File: src/rtl/alu_operand_stage.sv
// ID/EX stage in front of the ALU: registers the decoded instruction, resolves
// forwarded/immediate operands and the 3-bit ALU function behind a valid/ready handshake.
module alu_operand_stage #(
  parameter int WIDTH   = 32,
  parameter int REGBITS = 5
) (
  input  logic               clk,
  input  logic               reset,
  input  logic               in_valid,
  output logic               in_ready,
  input  logic [WIDTH-1:0]   in_rd1,
  input  logic [WIDTH-1:0]   in_rd2,
  input  logic [REGBITS-1:0] in_rs,
  input  logic [REGBITS-1:0] in_rt,
  input  logic [REGBITS-1:0] in_dst,
  input  logic [15:0]        in_imm,
  input  logic               in_alusrc,
  input  logic               in_zext,
  input  logic [1:0]         in_aluop,
  input  logic [5:0]         in_funct,
  input  logic               exm_wr,
  input  logic [REGBITS-1:0] exm_rd,
  input  logic [WIDTH-1:0]   exm_val,
  input  logic               mwb_wr,
  input  logic [REGBITS-1:0] mwb_rd,
  input  logic [WIDTH-1:0]   mwb_val,
  input  logic               flush,
  output logic               out_valid,
  input  logic               out_ready,
  output logic [WIDTH-1:0]   out_A,
  output logic [WIDTH-1:0]   out_b,
  output logic [2:0]         out_F,
  output logic [WIDTH-1:0]   out_sdata,
  output logic [REGBITS-1:0] out_dst,
  output logic               out_illegal
);

  logic               valid_reg;
  logic [WIDTH-1:0]   a_reg, b_reg, sdata_reg;
  logic [2:0]         f_reg;
  logic [REGBITS-1:0] dst_reg;
  logic               illegal_reg;

  logic               capture;
  logic [1:0][REGBITS-1:0] src_sel;
  logic [1:0][WIDTH-1:0]   rf_data;
  logic [1:0][WIDTH-1:0]   fwd_val;
  logic [WIDTH-1:0]   imm_ext;
  logic [WIDTH-1:0]   b_next;
  logic [2:0]         f_next;
  logic               illegal_next;

  assign in_ready = !valid_reg | out_ready;
  assign capture  = in_valid & in_ready & !flush;

  assign src_sel[0] = in_rs;
  assign src_sel[1] = in_rt;
  assign rf_data[0] = in_rd1;
  assign rf_data[1] = in_rd2;

  // Index 0 resolves rs, index 1 resolves rt; EX/MEM wins over MEM/WB, r0 never forwards.
  generate
    for (genvar gi = 0; gi < 2; gi++) begin : g_fwd
      assign fwd_val[gi] =
        (exm_wr && (exm_rd == src_sel[gi]) && (src_sel[gi] != '0)) ? exm_val :
        (mwb_wr && (mwb_rd == src_sel[gi]) && (src_sel[gi] != '0)) ? mwb_val :
        rf_data[gi];
    end
  endgenerate

  assign imm_ext = in_zext ? {{(WIDTH-16){1'b0}}, in_imm}
                           : {{(WIDTH-16){in_imm[15]}}, in_imm};
  assign b_next  = in_alusrc ? imm_ext : fwd_val[1];

  always_comb begin
    f_next       = 3'b010;
    illegal_next = 1'b0;
    case (in_aluop)
      2'b00: f_next = 3'b010;
      2'b01: f_next = 3'b110;
      default: begin
        case (in_funct)
          6'b100000: f_next = 3'b010;
          6'b100010: f_next = 3'b110;
          6'b100100: f_next = 3'b000;
          6'b100101: f_next = 3'b001;
          6'b101010: f_next = 3'b111;
          default:   illegal_next = 1'b1;
        endcase
      end
    endcase
  end

  // Flush beats capture and stall; the payload simply holds when not capturing.
  always_ff @(posedge clk or posedge reset) begin
    if (reset) begin
      valid_reg   <= 1'b0;
      a_reg       <= '0;
      b_reg       <= '0;
      sdata_reg   <= '0;
      f_reg       <= '0;
      dst_reg     <= '0;
      illegal_reg <= 1'b0;
    end else if (flush) begin
      valid_reg <= 1'b0;
    end else if (capture) begin
      valid_reg   <= 1'b1;
      a_reg       <= fwd_val[0];
      b_reg       <= b_next;
      sdata_reg   <= fwd_val[1];
      f_reg       <= f_next;
      dst_reg     <= in_dst;
      illegal_reg <= illegal_next;
    end else if (out_ready) begin
      valid_reg <= 1'b0;
    end
  end

  assign out_valid   = valid_reg;
  assign out_A       = a_reg;
  assign out_b       = b_reg;
  assign out_sdata   = sdata_reg;
  assign out_F       = f_reg;
  assign out_dst     = dst_reg;
  assign out_illegal = illegal_reg;

endmodule

File: config.mk
export PLATFORM = sky130hd
export DESIGN_NAME = alu_operand_stage
export DESIGN_NICKNAME = d
export VERILOG_FILES = /design/src/rtl/alu_operand_stage.sv
export SDC_FILE = /design/constraint.sdc
export NUM_CORES = 1
export LEC_CHECK = 0
export ABC_AREA = 1
export BUFFER_PORTS_ARGS = -buffer_cell sky130_fd_sc_hd__buf_4
export CELL_PAD_IN_SITES_DETAIL_PLACEMENT = 2
export CELL_PAD_IN_SITES_GLOBAL_PLACEMENT = 2
export CORE_MARGIN = 5
export CORE_UTILIZATION = 21
export CTS_CLUSTER_SIZE = 14
export DETAILED_ROUTE_END_ITERATION = 16
export GPL_TIMING_DRIVEN = 0
export MAX_ROUTING_LAYER = met4
export PLACE_DENSITY = 0.77
export SYNTH_ARGS = -nofsm -noshare
export SYNTH_HDL_FRONTEND = slang
export SYNTH_SLANG_ARGS = --single-unit
File: constraint.sdc
create_clock -name clk -period 3.9 [get_ports clk]
set_clock_uncertainty 0.2 [all_clocks]
set_input_delay 0.78 -clock clk [delete_from_list [all_inputs] [get_ports clk]]
set_output_delay 0.78 -clock clk [all_outputs]
set_load 0.01 [all_outputs]
---- Word-level counts from Yosys, hierarchy flattened ----
Cells that the tools add are included.
word-level totals
  register bits ........................... 106
  bits of input ports ..................... 186
  output and inout port bits .............. 107
  logic and storage cells ................. 51
cells by class
  eq/ne operators ......................... 10
  mux-type cells .......................... 13
  bitwise gates (word level) .............. 4
  reduce and logical (&&, ||, !) cells .... 17
operators by type and width
  cell                  number
  $mux W32              6
  $eq A6 B6 Y1 const B  5
  $eq A5 B5 Y1          4
  $pmux W3 S4           1
  $reduce_bool A5 Y1    2
  $logic_and A1 B1 Y1   8
  $pmux W3 S2           1
  $mux W1               5
  $reduce_or A5 Y1      1
  $reduce_bool A3 Y1    1
  $and A1 B1 Y1         2
  $eq A2 B1 Y1 const B  1
  $logic_not A1 Y1      2
  $logic_not A2 Y1      1
  $reduce_and A2 Y1     1
  $reduce_or A2 Y1      1
  $not A1 Y1            1
  $or A1 B1 Y1          1

---- Depth between registers and ports, before layout ----
  word-level depth ........................ 6
  depth in mapped cells ................... 13
  gate-level depth less buffers ........... 13

---- Worst setup path after synthesis ----
Ideal clock, no wire load.
  path kind ............................... input to output
  from .................................... input out_ready
  to ...................................... output in_ready
  data arrival time ....................... 1.090 ns
  required time ........................... 2.920 ns
  setup slack ............................. 1.830 ns
  cell stages on the path ................. 2
  path buffers ............................ 0
  cell sequence ........................... nor2_1 inv_1
between the ends
  longest elaborated chain between the ends .. 1
ends and longest elaborated chain
  what          line  text
  from (decl)   29    input logic out_ready,
  $or A1 B1 Y1  53    assign in_ready = !valid_reg | out_ready;
  to (decl)     10    output logic in_ready,
No other way between the ends.

---- Worst setup path after layout ----
  from .................................... input mwb_rd[4]
  to ...................................... register a_reg[28], in the netlist out_A[28]
between the ends
  longest elaborated chain between the ends .. 5
ends and longest elaborated chain
  what                               line  text
  from (decl)                        25    input logic [REGBITS-1:0] mwb_rd,
  $eq A5 B5 Y1                       66    (mwb_wr && (mwb_rd == src_sel[gi]) && (src_sel[gi] != '0)) ? mwb_val :
  $logic_and A1 B1 Y1 (2 in series)  66
  $mux W32                           66
  $mux W32                           65    (exm_wr && (exm_rd == src_sel[gi]) && (src_sel[gi] != '0)) ? exm_val :
  to (signal assigned)               108   a_reg <= fwd_val[0];
  to (decl)                          39    logic [WIDTH-1:0] a_reg, b_reg, sdata_reg;
No other way between the ends.
A chain may end at the register's enable or synchronous reset.

==> run_results.csv <==
group,metric,value,unit
setup_path,cp_common_cell,"nand2_1",
power,p_leak,4.946,nW
global_routing,first_global_vias,8427,
sta,max_clock_freq,379.9,MHz
floorplan,core_area,28940,um2
clocking,htree_num_levels,3,
clocking,post_cts_resize_count,0,
sta,tightestPinTransition,0.8007,ns
route,vias_per_cell,4.631,
route,ant_nets,0,
layout,final_cell_mix,"nand2_1 (330), buf_4 (294), nand3_1 (166)",
worst_hold_path,hold_class,"input port to asynchronous set/reset pin",
global_routing,antenna_found_initial,1,
layout,fin_cells,1614,
floorplan,die_x,181.7,um
setup_path,worstPathRequired,3.96,ns
global_routing,track_usage,0.2055,
sta,finalHoldWorstSlack,0.2471,ns
setup_path,crit_type,"input port to register",
synth,synth_area,6193,um2
synth,synth_top_area_share,0.4283,
floorplan,rows,62,
layout,area_growth,48.20,%
power,p_seq_frac,0.409,
route,drtIter0Drc,250,
power,switching_share,0.3460,
layout,n_fill_cell,3511,
synth,yosys_warnings,0,
synth,synth_mux_area_frac,0,
synth,synth_compound_area_frac,0.06061,
sta,drv_slew,0,
flow_run,max_cap_viol_count,0,
setup_path,slowest_stage,"nor3_2",
sta,rsz0062_at_grt,"no",
layout,register_area,2653,um2
floorplan,start_util,0.2140,
route,via_count,7475,
sta,fin_crit,2.633,ns
sta,fin_crit_sh,0.6750,
power,intPower,0.002206,W
synth,synth.avg_cell_area,6.732,um2
place,dp.cells,1597,
route,first_pass_iters,4,
synth,synth_top_family_by_area,"simple AND/OR/NAND/NOR gates",
clocking,tritoncts,"built",
status,status,"complete, no violations",
global_routing,grt_max_degree,58,
synth,synth_area_leaders,"dfrtp_1 (43%), nand2_1 (20%), nand3_1 (13%), nor2_1 (6.4%), a21oi_1 (3.4%)",
setup_path,crit_fanout,10,
layout,drive_above_1_share,0.2913,
sta,hold_viol,0,
sta,setup_violations,0,
clocking,clkSinkCount,106,
clocking,clockBufferDepth,2,
clocking,cts_buffers,9,
sta,maxSlewHeadroom,0.4662,
route,routed_wl,33810,um
setup_path,crit_arrival,2.69,ns
route,drc_errors,0,
setup_path,cp-end-kind,"register",
synth,synth_xor_area_frac,0.004242,
place,placed_area,8899,um2
floorplan,io_pins,293,
synth,yosysSeqAreaShare,0.4283,
power,pwr-share-clk,0.277,
clocking,post_cts_buffers,0,
power,vdd_ir_drop_max,0.0001968,V
place,gp_congestion,0.8380,
power,p_per_area,367.5,nW/um2
place,io_buffer_count,292,
synth,synthAdderAreaFrac,0,
layout,layout.cells.most_common,"nand2_1",
synth,syn_inst,920,
synth,synth_top_area_cell,"dfrtp_1",
place,dp_hpwl,26750,um
setup_path,critical_path.max_stage_delay,0.52,ns
synth,syn_nets,1106,
clocking,clk_pin_slew,0.08,ns
global_routing,overflow,0,
layout,design_area,9179,um2
global_routing,grt_pass1_wl,50910,um
route,wire_per_inst,20.95,um
floorplan,die_area,33030,um2
clocking,insertion_delay,0.36,ns
floorplan,die_y,181.7,um
setup_path,critPathLaunchType,"input port",
power,comb_power_share,0.313,
clocking,ctsHoldBuffers,0,
synth,synthSimpleGateAreaFrac,0.4273,
synth,ys_types,27,
layout,multi_input_comb_area,3048,um2
power,switchingPower,0.001167,W
layout,finalNetCount,1410,
synth,synth_seq_cells,106,
clocking,root_buffer,"clkbuf_16",
setup_path,worstPathCellList,"buf_4, xnor2_1, nand2_1, nor3_2, nand2_1, buf_2, nand2_1, nand3_1, nand2_1, nand2_1",
## per-stage QoR
stage | setup WS [ns] | util | total power [W] | TNS (ns)
detailed placement | 0.8488 | 0.3075 | 0.002481 | 0
finish | 1.267 | 0.3172 | 0.003373 | 0
global placement | -1.774 | 0.3064 | 0.002443 | -186.65
floorplan | 0.1311 | - | 0.001816 | 0
global route | 1.114 | 0.3172 | 0.003570 | 0
CTS | 1.238 | 0.3171 | 0.003441 | 0
## metal layers
layer  share of wire  GRT usage  wire length (um)  vias to the layer above
met4           0.015    0.03843               524                        0
met2            0.50     0.3531             16750                      202
met5               0          -                 0                        -
met1            0.43     0.2488             14580                     3703
met3           0.058    0.04802              1953                       26
li1                -          -                 -                     3544
## flip-flops by register name (all words and copies together) (netlist names)
name	cells
out_dst	5
out_sdata	32
out_A	32
out_valid	1
out_b	32
out_F	3
out_illegal	1
## path summary, 6_finish.rpt
check | start | to | slack [ns] | depth (start not counted)
min | reset | out_valid$_DFFE_PP0P_ | 0.25 | 2
max | mwb_rd[4] | out_A[28]$_DFFE_PP0P_ | 1.27 | 10
max in group asynchronous | reset | out_sdata[22]$_DFFE_PP0P_ | 2.54 | 3
max reg2reg | out_valid$_DFFE_PP0P_ | out_b[23]$_DFFE_PP0P_ | 1.42 | 7
min in group clk | out_dst[3]$_DFFE_PP0P_ | out_dst[3]$_DFFE_PP0P_ | 0.28 | 2
min reg2reg | out_dst[3]$_DFFE_PP0P_ | out_dst[3]$_DFFE_PP0P_ | 0.28 | 2
## cell families after synthesis
logic type                after synthesis
and+or+nand+nor                       625
buffers and inverters                 119
DFF                                   106
AOI/OAI and AO/OA                      67
xor gates and xnor gates                3
## synth_stat cells (all sizes together)
cell and n:
a21oi 43, o21ai 3, o211ai 3, nand3 166, dfrtp 106, inv 63
nand3b 14, nor3 3, nor4 1, a31oi 16, xnor2 1, clkbuf 20
o22ai 2, nor2 108, nand4 2, buf 36, nand2 331, xor2 2
## worst max-delay path: cells and delay by family
kind                      cells  cell delay, ns
and+or+nand+nor               7            1.29
buffers and inverters         2            0.43
xor gates and xnor gates      1            0.17
## layout make-up
cell class              count  area share
diodes                      1   0.0002726
plain buffers              56     0.02794
clock buffers              10     0.02495
clock inverters             6    0.005316
inverters                  63     0.02631
multi-input cells         695      0.3321
flip-flops and latches    106      0.2890
well taps                 384     0.05234
repair buffers            293      0.2418
## power by group through the flow
stage,combinational (W),clock (W),sequential [W]
floorplan,0.000346,0,0.00147
global placement,0.00105,0,0.00140
detailed placement,0.00108,0,0.00140
CTS,0.00108,0.000975,0.00138
global route,0.00116,0.00100,0.00141
finish,0.00106,0.000936,0.00138
No activity file was read; power rests on OpenSTA's default activity.
